## config.mk

```make
export PLATFORM = sky130hd
export DESIGN_NAME = axi_rd_arbiter
export DESIGN_NICKNAME = d
export VERILOG_FILES = /design/src/rtl/axi_rd_arbiter.sv
export SDC_FILE = /design/constraint.sdc
export NUM_CORES = 1
export LEC_CHECK = 0
export ABC_AREA = 1
export CAP_MARGIN = 20
export CORE_AREA = 2 2 119 121
export CTS_CLUSTER_DIAMETER = 80
export DETAILED_ROUTE_END_ITERATION = 6
export DIE_AREA = 0 0 121 123
export MAX_ROUTING_LAYER = met4
export SLEW_MARGIN = 20
export SYNTH_ARGS = -nofsm -noshare
export SYNTH_HDL_FRONTEND = slang
export SYNTH_SLANG_ARGS = --single-unit
```

## constraint.sdc

```tcl
create_clock -name clk -period 1.95 [get_ports clk]
set_input_delay 0.39 -clock clk [delete_from_list [all_inputs] [get_ports clk]]
set_output_delay 0.39 -clock clk [all_outputs]
set_load 0.01 [all_outputs]
```

## src/rtl/axi_rd_arbiter.sv

```systemverilog
`default_nettype none
// ============================================================================
// Module      : axi_rd_arbiter
// Description : Two-master (IFU = m0, LSU = m1) AXI read-channel arbiter onto
//               a single slave. One transaction outstanding at a time,
//               round-robin between simultaneous requests.
// Revision    : 1.0 - initial release
// ============================================================================
module axi_rd_arbiter #(
  parameter int ADDR_W = 32,
  parameter int DATA_W = 64
) (
  input  logic              clk,
  input  logic              rst,

  // IFU master
  input  logic              m0_ARVALID,
  input  logic [ADDR_W-1:0] m0_ARADDR,
  input  logic              m0_RREADY,
  output logic              m0_ARREADY,
  output logic              m0_RVALID,
  output logic [DATA_W-1:0] m0_RDATA,
  output logic [1:0]        m0_RRESP,

  // LSU master
  input  logic              m1_ARVALID,
  input  logic [ADDR_W-1:0] m1_ARADDR,
  input  logic              m1_RREADY,
  output logic              m1_ARREADY,
  output logic              m1_RVALID,
  output logic [DATA_W-1:0] m1_RDATA,
  output logic [1:0]        m1_RRESP,

  // shared slave
  output logic              s_ARVALID,
  output logic [ADDR_W-1:0] s_ARADDR,
  output logic              s_RREADY,
  input  logic              s_ARREADY,
  input  logic              s_RVALID,
  input  logic [DATA_W-1:0] s_RDATA,
  input  logic [1:0]        s_RRESP,

  output logic              busy
);

  localparam logic [1:0] S_IDLE = 2'd0;
  localparam logic [1:0] S_ADDR = 2'd1;
  localparam logic [1:0] S_DATA = 2'd2;

  logic [1:0]        state_r;
  logic [1:0]        state_nxt;
  logic [ADDR_W-1:0] addr_r;
  logic              gnt_r;     // master owning the outstanding transaction
  logic              last_gnt;  // most recent grant, for round-robin
  logic              gnt_sel;   // master chosen this cycle when granting
  logic              grant;     // AR handshake with a master this cycle
  logic              in_addr;
  logic              in_data;
  logic              sel_m0;
  logic              sel_m1;

  // Arbitration: a lone requester wins; on a tie the master not granted last time wins.
  always_comb begin
    gnt_sel = 1'b0;
    if (m0_ARVALID && m1_ARVALID) begin
      gnt_sel = ~last_gnt;
    end else begin
      gnt_sel = m1_ARVALID;
    end
  end

  // Every output is forced idle while rst is high, so gating is folded in here.
  assign grant   = (state_r == S_IDLE) && (m0_ARVALID || m1_ARVALID) && !rst;
  assign in_addr = (state_r == S_ADDR) && !rst;
  assign in_data = (state_r == S_DATA) && !rst;
  assign sel_m0  = in_data && !gnt_r;
  assign sel_m1  = in_data &&  gnt_r;

  assign m0_ARREADY = grant && !gnt_sel;
  assign m1_ARREADY = grant &&  gnt_sel;

  assign s_ARVALID = in_addr;
  assign s_ARADDR  = addr_r;
  assign s_RREADY  = in_data && (gnt_r ? m1_RREADY : m0_RREADY);

  // Read data is steered to the owner only; the other master sees all zeros.
  assign m0_RVALID = sel_m0 && s_RVALID;
  assign m0_RDATA  = sel_m0 ? s_RDATA : '0;
  assign m0_RRESP  = sel_m0 ? s_RRESP : 2'b00;
  assign m1_RVALID = sel_m1 && s_RVALID;
  assign m1_RDATA  = sel_m1 ? s_RDATA : '0;
  assign m1_RRESP  = sel_m1 ? s_RRESP : 2'b00;

  assign busy = (state_r != S_IDLE) && !rst;

  // Next-state: IDLE -> ADDR on grant, ADDR -> DATA on slave AR handshake,
  // DATA -> IDLE on slave R handshake; every wait is unbounded.
  always_comb begin
    state_nxt = state_r;
    case (state_r)
      S_IDLE: if (grant)                  state_nxt = S_ADDR;
      S_ADDR: if (s_ARREADY)              state_nxt = S_DATA;
      S_DATA: if (s_RVALID && s_RREADY)   state_nxt = S_IDLE;
      default:                            state_nxt = S_IDLE;
    endcase
  end

  // State, captured address and grant bookkeeping.
  always_ff @(posedge clk) begin
    if (rst) begin
      state_r  <= S_IDLE;
      addr_r   <= '0;
      gnt_r    <= 1'b0;
      last_gnt <= 1'b0;
    end else begin
      state_r <= state_nxt;
      if (grant) begin
        addr_r   <= gnt_sel ? m1_ARADDR : m0_ARADDR;
        gnt_r    <= gnt_sel;
        last_gnt <= gnt_sel;
      end
    end
  end

endmodule
`default_nettype wire
```

# Word level (Yosys, flattened, before mapping)
# Cells that the tools add are included.
[classes]
eq_ne = 5
bitwise_logic = 1
n_reduce_logical = 21
mux = 11
[op_table]
columns = ["op", "n"]
rows = [
  ["64-bit 2-to-1 mux", 2],
  ["32-bit 2-to-1 mux", 1],
  ["1-bit logical AND", 14],
  ["2-bit 2-to-1 mux", 5],
  ["2-bit one-hot mux with 3 select lines", 1],
  ["2-bit != test, second input constant", 2],
  ["1-bit logical NOT", 3],
  ["3-bit AND reduction", 1],
  ["2-bit by 1-bit == test with 1-bit output, second input constant", 1],
  ["2-bit == test, second input constant", 1],
  ["2-bit logical NOT", 1],
  ["1-bit 2-to-1 mux", 2],
  ["2-bit by 1-bit != test with 1-bit output, second input constant", 1],
  ["2-bit nonzero test", 1],
  ["1-bit logical OR", 1],
  ["1-bit NOT", 1],
]
[word_totals]
reg_bits = 35
in_bits = 138

# Longest topological paths before layout
# Gate-level depths: netlist (run 1).
[depth]
word_depth = 6
ltp_mapped = 8
depth_no_buf = 6

# Worst setup path after synthesis (run 1)
# No wires, ideal clock.
[synth_timing]
path_type = "input port to output port"
startpoint = "input port rst"
endpoint = "output port m1_RDATA[34]"
t_arrival_ps = 1209
t_required_ps = 1560
path_buffers = 2
path_slack_ps = 351
cell_stages = 7
path_cell_list = "inv_1 > nand2_1 > nor2_2 > nand2_1 > buf_6 > buf_6 > nor2_1"
[synth_between]
elab_chain_cells = 4
[synth_rtl]
columns = ["item", "line", "rtl"]
rows = [
  ["start: declaration", "14", "input logic rst,"],
  ["1-bit logical NOT", "75", "assign in_data = (state_r == S_DATA) && !rst;"],
  ["1-bit logical AND", "75", ""],
  ["1-bit logical AND", "77", "assign sel_m1 = in_data && gnt_r;"],
  ["64-bit 2-to-1 mux", "91", "assign m1_RDATA = sel_m1 ? s_RDATA : '0;"],
  ["end: declaration", "31", "output logic [DATA_W-1:0] m1_RDATA,"],
]
# Every way passes these cells.

# Worst setup path after layout (run 1)
[layout_timing]
startpoint = "input port m1_ARVALID"
endpoint = "output port m0_ARREADY"
[layout_between]
elab_chain_cells = 4
word_cells_on_any_way = 7
[layout_rtl]
columns = ["item", "line", "rtl"]
rows = [
  ["start: declaration", "26", "input logic m1_ARVALID,"],
  ["1-bit logical AND / 1-bit logical OR (equally long branches)", "65, 73", ""],
  ["1-bit 2-to-1 mux / 1-bit logical AND (equally long branches)", "65, 73", ""],
  ["1-bit logical NOT / 1-bit logical AND (equally long branches)", "79, 73", ""],
  ["1-bit logical AND (*)", "79", "assign m0_ARREADY = grant && !gnt_sel;"],
  ["end: declaration", "20", "output logic m0_ARREADY,"],
]
# Every way passes the cells marked *; elsewhere a longest branch is shown, timed or not.

==> impl_metrics.yaml, run 1 <==
clock_tree:
  cts_buffer_depth: 2
  insertion_delay_ns: 0.28
  cts_tree: "done"
  root_buffer: "clkbuf_16"
  clkSinkCount: 35
  htree_levels: 2
  cts-buffers-inserted: 5
  clk_pin_slew_ns: 0.05
worst_setup_path:
  regToRegEndpoint: "s_ARADDR[10]"
  rr_startpoint: "last_gnt"
  path_class: "input pin to primary output"
  worstSetupEndpoint: "m0_ARREADY"
  cp.required_ns: 1.56
  critPathLaunch: "m1_ARVALID"
  worstPathMaxFanout: 4
  reg2reg_slack_ns: 0.40
  arrival_ns: 1.51
  start_kind: "input pin"
  end_kind: "primary output"
  reg2regPathDepth: 8
logic_synthesis:
  syn_nets: 632
  synthesis.area_sq_mm: 0.00265
  ys_warn_count: 0
  netlist_instances: 494
  synth_seq_cells: 35
  synth-simple-area-share: 0.474
  synth.distinct_cells: 19
  yosysTopAreaCellShare: 0.265
  yosys.area_share.adder: 0
  synth_flop_cell: "dfxtp_1"
  synth-compound-area-share: 0.0690
  synth_top_area_cell: "dfxtp_1"
  netlist_top_cells_area: "dfxtp_1, nor2_1, nand2_1"
  syn_area_per_cell_sq_um: 5.36
  synth_commonest_cells: "nor2_1, nand2_1, inv_1"
  yosysSeqAreaShare: 0.265
  synth-xor-area-share: 0
  synth_edf_count: 0
  muxShareOfSynthArea: 0
  synth.most_common_cell: "nor2_1"
  ys_async_sr_fraction: 0
  synth_top_family_by_area: "simple AND/OR/NAND/NOR gates"
timing:
  fin_crit_ns: 1.90
  rsz0062_at_grt: "true"
  setup_viol: 0
  fin_crit_sh: 0.973
  clock_skew_ns: 0.00401
  fmax_mhz: 527
  max_slew_margin: 0.779
  slew_violations: 0
  finalHoldViolCount: 0
  timing.setup.tns_ns: 0
  worstMarginPinSlew_ns: 0.331
placement:
  gp_congestion: 0.782
  post-dp-hpwl_um: 11000
  io_buffers: 308
  placed_area_sq_mm: 0.00594
route:
  post_drt_wl_per_cell_um: 14.8
  vias_per_cell: 4.05
  drtIter0Drc: 108
  vias: 4031
  post-route-drc-count: 0
  ant_nets: 0
  drtPass1Iterations: 4
  wirelength_um: 14700
power:
  ir_drop_uv: 329
  design_power_total_mw: 2.57
  power.leakage_nw: 3.21
  p_per_area_mw_per_mm2: 429
floorplanning:
  fp.dieH_um: 123
  design.core.area_sq_mm: 0.0136
  rows: 43
  io_pins: 309
  die_area_sq_mm: 0.0149
  initial_core_util: 0.195
  die_x_um: 121
global_route:
  grt_use_met1: 0.203
  grt_max_degree: 38
  use_met3: 0.0577
  grt.total_usage: 0.185
  grt_pass1_wl_um: 21000
  grt.overflow.total: 0
  antenna_found_initial: 2
  use_met2: 0.328
  grt_pass1_vias: 3844
  top_usage_layer: "met2"
layout:
  nNetsFinal: 951
  area_delta_synth_final_pct: 126
  stdcell_area_sq_mm: 0.00600
  drive_gt1_frac: 0.278
  register_area_sq_um: 703
  n_fill_cell: 1517
  multi_input_area_sq_mm: 0.00158
min_path:
  min_path_type: "register to register"
job:
  maxCapViolations: 0
status:
  outcome: "finished clean"
[routing by layer]
layer | share of wire | vias up
met5 | 0 | -
met4 | 0.015 | 0
met3 | 0.096 | 13
met2 | 0.52 | 176
met1 | 0.37 | 1739
li1 | - | 2103
[how the worst min path moves through the flow]
stage	startpoint	end	cells after the start
after global routing	s_ARADDR[23]	s_ARADDR[23]	2
after floorplan	s_ARADDR[21]	s_ARADDR[21]	2
after detailed placement	s_ARADDR[18]	s_ARADDR[18]	2
after CTS	s_ARADDR[12]	s_ARADDR[12]	2
after global placement	s_ARADDR[19]	s_ARADDR[19]	2
final	s_ARADDR[19]	s_ARADDR[19]	2
[power breakdown]
group / switching, mW / total [mW] / internal (mW)
sequential: 0.0375 / 0.810 / 0.773
combinational: 0.438 / 0.973 / 0.536
clock: 0.289 / 0.787 / 0.498
[stage by stage]
| step | cells | hold WS (ns) | setup slack (ns) | utilization |
|---|---|---|---|---|
| 4_1_cts | 985 | 0.464 | -0.0245 | 0.425 |
| 2_1_floorplan | 494 | 0.488 | 0.351 | - |
| 3_3_place_gp | 970 | 0.452 | -0.620 | 0.436 |
| 6_report | 995 | 0.461 | 0.0533 | 0.440 |
| 3_5_place_dp | 970 | 0.455 | -0.614 | 0.436 |
| 5_1_grt | 995 | 0.483 | -0.0166 | 0.440 |
[layout make-up]
cell class / instances / area share
sequential: 35 / 0.117
inverter: 73 / 0.0459
clock inverter: 1 / 0.000835
multi-input combinational: 353 / 0.264
antenna: 2 / 0.000835
timing repair buffer: 345 / 0.510
clock buffer: 6 / 0.0232
tap: 180 / 0.0376
[state kept, by name (all words and copies together) (netlist names)]
signal / cells
state_r: 2
s_ARADDR: 32
last_gnt: 1
[layout by cell type, fill, tap and decap left out, drive strengths merged]
cell           count
and2               1
nor3               1
a21oi             35
o31ai              1
nor2             140
clkdlybuf4s15     18
clkbuf            10
dlymetal6s2s       2
nand3             35
clkinv             2
nand2            140
inv               72
dfxtp             35
buf              153
diode              2
clkdlybuf4s50    168
[critical path, cell delays in order]
cell             delay (ns)
clkdlybuf4s50_1        0.51
inv_2                  0.05
nand2_2                0.08
nand3_4                0.09
a21oi_4                0.14
clkdlybuf4s15_2        0.25
[timing repair]
| item | CTS | global route |
|---|---|---|
| resized for setup | 549 | 38 |
| hold buffers | 0 | 0 |
| buffers inserted | 3 | 2 |
| cloned | 5 | 6 |
| pin swaps | 2 | 3 |
| setup endpoints to repair | 139 | 87 |
[kinds of logic (layout without fill, tap and decap cells)]
family / Yosys count / in the layout
flops: 35 / 35
simple gates: 316 / 317
buf+inv: 107 / 425
other cells: 0 / 2
compound gates: 36 / 36
No activity file was read; power rests on OpenSTA's default activity.
==> run 2: changes to the inputs <==
Settings changed: CELL_PAD_IN_SITES_DETAIL_PLACEMENT set to 2, CELL_PAD_IN_SITES_GLOBAL_PLACEMENT set to 2, CORE_AREA 2 2 119 121 to not set, CORE_MARGIN set to 2, CORE_UTILIZATION set to 11, CTS_CLUSTER_DIAMETER 80 to not set, DIE_AREA 0 0 121 123 to not set, PLACE_DENSITY_LB_ADDON set to 0.1.
==> run 2 against run 1 <==
Effect of this change: the run now ends with setup timing left; global-route usage down 2.7 points; setup slack worse by 0.054 ns; non-clock buffer count up 9; count of clock-buffer cells in the layout down 1; critical path depth up 1; sequential power about the same; cell count up 15%; sequential cell count unchanged; wire length up 40%; sequential share of layout area down 1.4 points; largest cell class unchanged; largest power group unchanged; highest routed layer unchanged.
==> impl_metrics.yaml, run 2 (synthesis gave the netlist of run 1 again) <==
layout:
  register_area_sq_um: 707
  final_cells: 1145
  layout_commonest_cell: "clkdlybuf4s50_1"
  layout_common_cells: "clkdlybuf4s50_1, nand2_1, buf_2"
  drive_gt1_frac: 0.345
  stdcell_area_sq_mm: 0.00687
  largest_register_ff_count: 32
  n_fill_cell: 2730
  nNetsFinal: 961
  area_delta_synth_final_pct: 159
  multi_input_area_sq_mm: 0.00193
floorplanning:
  io_pins: 309
  initial_core_util: 0.113
  design.core.area_sq_mm: 0.0235
  die_area_sq_mm: 0.0253
  rows: 56
  die_x_um: 159
  fp.dieH_um: 159
route:
  ant_nets: 0
  vias_per_cell: 3.83
  post_drt_wl_per_cell_um: 18.0
  drtPass1Iterations: 4
  vias: 4388
  drtIter0Drc: 109
  wirelength_um: 20700
  post-route-drc-count: 0
global_route:
  grt_max_degree: 38
  grt_pass1_wl_um: 30500
  grt.overflow.total: 0
  antenna_found_initial: 3
  grt.total_usage: 0.158
  grt_pass1_vias: 4852
clock_tree:
  htree_levels: 2
  clk_pin_slew_ns: 0.06
  cts_buffer_depth: 2
  root_buffer: "clkbuf_16"
  insertion_delay_ns: 0.28
  cts-buffers-inserted: 5
  clkSinkCount: 35
  cts_tree: "done"
  hold_buffers: 0
power:
  ir_drop_uv: 257
  p_per_area_mw_per_mm2: 399
  power.leakage_nw: 3.29
timing:
  finalWorstSetupSlack_ns: -0.00114
  clock_skew_ns: 0.00476
  worstMarginPinSlew_ns: 0.388
  max_slew_margin: 0.741
  finalHoldViolCount: 0
  fin_crit_sh: 1.00
  fmax_mhz: 513
  rsz0062_at_grt: "true"
  fin_crit_ns: 1.95
  setup_viol: 1
  slew_violations: 0
min_path:
  whs_path_depth: 2
  holdPathEnd: "s_ARADDR[16]"
  min_from: "s_ARADDR[16]"
  min_path_type: "register to register"
worst_setup_path:
  rr_startpoint: "state_r[1]"
  reg2regPathDepth: 8
  end_kind: "primary output"
  regToRegEndpoint: "s_ARADDR[12]"
  arrival_ns: 1.56
  path_class: "register to primary output"
  worstPathMaxFanout: 8
  cp.required_ns: 1.56
  start_kind: "register"
  reg2reg_slack_ns: 0.38
status:
  violations: "setup timing"
  outcome: "complete, but fails checks"
placement:
  io_buffers: 308
  placed_area_sq_mm: 0.00612
  post-dp-hpwl_um: 15100
  gp_congestion: 0.778
  place_inst: 1108
job:
  maxCapViolations: 0
[run 2: per-stage QoR]
step / power, mW / hold WS [ns] / setup WS (ns) / utilization / TNS [ns]
4_1_cts: 2.73 / 0.469 / -0.100 / 0.266 / -1.23
5_1_grt: 2.91 / 0.486 / -0.0825 / 0.292 / -1.51
3_5_place_dp: 1.83 / 0.460 / -0.677 / 0.260 / -91.38
2_1_floorplan: 1.20 / 0.488 / 0.351 / - / 0
3_3_place_gp: 1.81 / 0.452 / -0.635 / 0.260 / -84.07
6_report: 2.74 / 0.465 / -0.00114 / 0.292 / -0.00114
[run 2: cell type report]
type | count | area share
Clock buffer | 5 | 0.0182
Antenna cell | 3 | 0.00109
Timing Repair Buffer | 354 | 0.496
Tap cell | 319 | 0.0581
Sequential cell | 35 | 0.103
Clock inverter | 2 | 0.00200
Inverter | 73 | 0.0406
Multi-Input combinational cell | 354 | 0.281
[run 2: layer usage]
| metal | track usage | part of all wire | vias to the layer above |
|---|---|---|---|
| li1 | - | - | 2126 |
| met1 | 0.166 | 0.38 | 2068 |
| met2 | 0.298 | 0.55 | 182 |
| met3 | 0.0461 | 0.062 | 12 |
| met4 | 0.0252 | 0.0076 | 0 |
| met5 | - | 0 | - |
[run 2: worst max-delay path by stage]
stage | from | endpoint | slack, ns | cells after the start
final | state_r[1] | m1_RDATA[46] | -0.001 | 7
after global routing | state_r[1] | m1_RDATA[46] | -0.08 | 7
after CTS | state_r[1] | m0_RDATA[34] | -0.10 | 9
after detailed placement | rst | m1_RVALID | -0.68 | 8
after global placement | rst | m1_RVALID | -0.64 | 8
after floorplan | rst | m1_RDATA[34] | 0.35 | 7
[run 2: worst max-delay path: stages, from the launching register on]
cell and delay, ns:
dfxtp_2 0.34, nand2_2 0.07, nor2_4 0.13, buf_6 0.16, nand2_8 0.12, clkbuf_16 0.20, nor2_2 0.10, buf_4 0.15
[run 2: power breakdown]
| part | total [mW] | switching [mW] | internal (mW) |
|---|---|---|---|
| sequential | 0.811 | 0.0380 | 0.773 |
| combinational | 1.12 | 0.540 | 0.582 |
| clock | 0.804 | 0.337 | 0.467 |
[run 2: repair_timing]
action                     4_1_cts  5_1_grt
setup endpoints to repair      139      128
buffers inserted                11        2
gates resized for setup        584      179
pin swaps                        4       11
gates cloned                    14        5
==> run 3: changes to the inputs <==
Settings changed: CAP_MARGIN 20 to not set, REMOVE_ABC_BUFFERS set to 1.
==> run 3 against run 2 <==
Effect of this change: the run still ends with setup timing left; first-iteration DRC count grew 6.4%; non-clock buffer count decreased by 2; core utilization fell by 0.91 points.
==> impl_metrics.yaml, run 3 (synthesis gave the netlist of run 1 again) <==
route:
  post-route-drc-count: 0
  post_drt_wl_per_cell_um: 17.8
  wirelength_um: 20400
  ant_nets: 0
  drtPass1Iterations: 4
  vias_per_cell: 3.80
  vias: 4343
  drtIter0Drc: 116
layout:
  drive_gt1_frac: 0.328
  layout_commonest_cell: "clkdlybuf4s50_1"
  nNetsFinal: 957
  n_fill_cell: 2780
  largest_register_ff_count: 32
  final_cells: 1143
  area_delta_synth_final_pct: 151
  layout_common_cells: "clkdlybuf4s50_1, nand2_1, buf_2"
timing:
  fin_crit_sh: 1.04
  fmax_mhz: 494
  slew_violations: 0
  max_slew_margin: 0.715
  rsz0062_at_grt: "true"
  timing.setup.tns_ns: -0.490
  worstMarginPinSlew_ns: 0.428
  setup_viol: 29
  finalHoldViolCount: 0
  finalWorstSetupSlack_ns: -0.0732
  clock_skew_ns: 0.00617
  fin_crit_ns: 2.02
floorplanning:
  io_pins: 309
  rows: 56
  initial_core_util: 0.113
  design.core.area_sq_mm: 0.0235
  die_area_sq_mm: 0.0253
  fp.dieH_um: 159
  die_x_um: 159
worst_setup_path:
  start_kind: "register"
  cp.required_ns: 1.56
  worstPathCellList: "nand2_2, nor2_4, buf_6, nand2_8, buf_12, clkbuf_16, nor2_1, buf_2"
  reg2reg_slack_ns: 0.31
  arrival_ns: 1.63
  regToRegEndpoint: "s_ARADDR[31]"
  worstPathMaxFanout: 6
  end_kind: "primary output"
  worstSetupEndpoint: "m1_RDATA[22]"
  critPathLaunch: "state_r[1]"
  cp_slowest_cell: "dfxtp_2"
  path_class: "register to primary output"
  reg2regPathDepth: 9
  cpPeakStageDelay_ns: 0.33
  rr_startpoint: "state_r[1]"
power:
  power.leakage_nw: 3.24
  p_per_area_mw_per_mm2: 407
  ir_drop_uv: 269
  design_power_total_mw: 2.71
global_route:
  grt.overflow.total: 0
  grt_pass1_wl_um: 30600
  grt.total_usage: 0.160
  grt_pass1_vias: 4837
  grt_max_degree: 38
  antenna_found_initial: 4
min_path:
  min_path_type: "register to register"
  whs_path_depth: 2
clock_tree:
  htree_levels: 2
  root_buffer: "clkbuf_16"
  cts_tree: "done"
  clkSinkCount: 35
  cts_buffer_depth: 2
  cts-buffers-inserted: 5
  clk_pin_slew_ns: 0.06
  insertion_delay_ns: 0.28
  hold_buffers: 0
status:
  outcome: "complete, but fails checks"
  violations: "setup timing"
placement:
  io_buffers: 308
  gp_congestion: 0.789
  place_inst: 1111
  post-dp-hpwl_um: 15700
job:
  maxCapViolations: 0
-- run 3: cell count changes in the layout (fill, tap and decap cells not counted), moves of 4 or more --
cell and change:
buf_4 -4, clkbuf_2 +9, buf_16 -5, nor2_1 +10, nor2_2 -8
-- run 3: power by group --
group | internal, mW | total [mW] | switching (mW)
clock network | 0.478 | 0.825 | 0.347
logic | 0.564 | 1.07 | 0.508
registers | 0.773 | 0.811 | 0.0380
-- run 3: worst min-delay path by stage --
stage                            start  slack (ns)      endpoint
after global placement    s_ARADDR[14]        0.45  s_ARADDR[14]
final                      s_ARADDR[3]        0.46   s_ARADDR[3]
after global routing      s_ARADDR[10]        0.49  s_ARADDR[10]
after detailed placement   s_ARADDR[3]        0.46   s_ARADDR[3]
after CTS                  s_ARADDR[3]        0.47   s_ARADDR[3]
after floorplan                    rst        0.46   s_ARADDR[0]
-- run 3: metal layers --
| layer | routed length (um) | GRT usage | share of wire | vias up |
|---|---|---|---|---|
| li1 | - | - | - | 2114 |
| met1 | 8450 | 0.181 | 0.41 | 2038 |
| met2 | 10300 | 0.275 | 0.51 | 182 |
| met3 | 1460 | 0.0550 | 0.071 | 9 |
| met4 | 174 | 0.0302 | 0.0085 | 0 |
| met5 | 0 | - | 0 | - |
-- run 3: repair_timing --
action	CTS	global route
buffers inserted	13	3
gates cloned	5	3
setup endpoints to repair	162	149
gates resized for setup	485	269
pin swaps	3	8
-- run 3: worst max-delay path: cells and delay by family (launching register included) --
kind | cells | cell delay [ns]
buf+inv | 4 | 0.62
simple gates | 4 | 0.40
flops | 1 | 0.33
-- run 3: stage by stage --
step                setup slack, ns  instance area, sq um  hold slack (ns)  utilization
floorplan                    -0.376                  2410            0.459            -
global placement             -0.766                  6130            0.451        0.260
detailed placement           -0.800                  6130            0.460        0.260
CTS                          -0.135                  6270            0.469        0.266
global route                 -0.149                  6650            0.492        0.282
finish                      -0.0732                  6650            0.464        0.282
-- run 3: cell type report --
| type | instances | area (sq um) | share of cell area |
|---|---|---|---|
| repair buffers | 352 | 3270 | 0.491 |
| multi-input cells | 352 | 1840 | 0.277 |
| clock inverters | 3 | 23.8 | 0.00357 |
| clock buffers | 5 | 125 | 0.0188 |
| well taps | 319 | 399 | 0.0600 |
| flip-flops and latches | 35 | 704 | 0.106 |
| inverters | 73 | 275 | 0.0414 |
| diodes | 4 | 10.0 | 0.00151 |
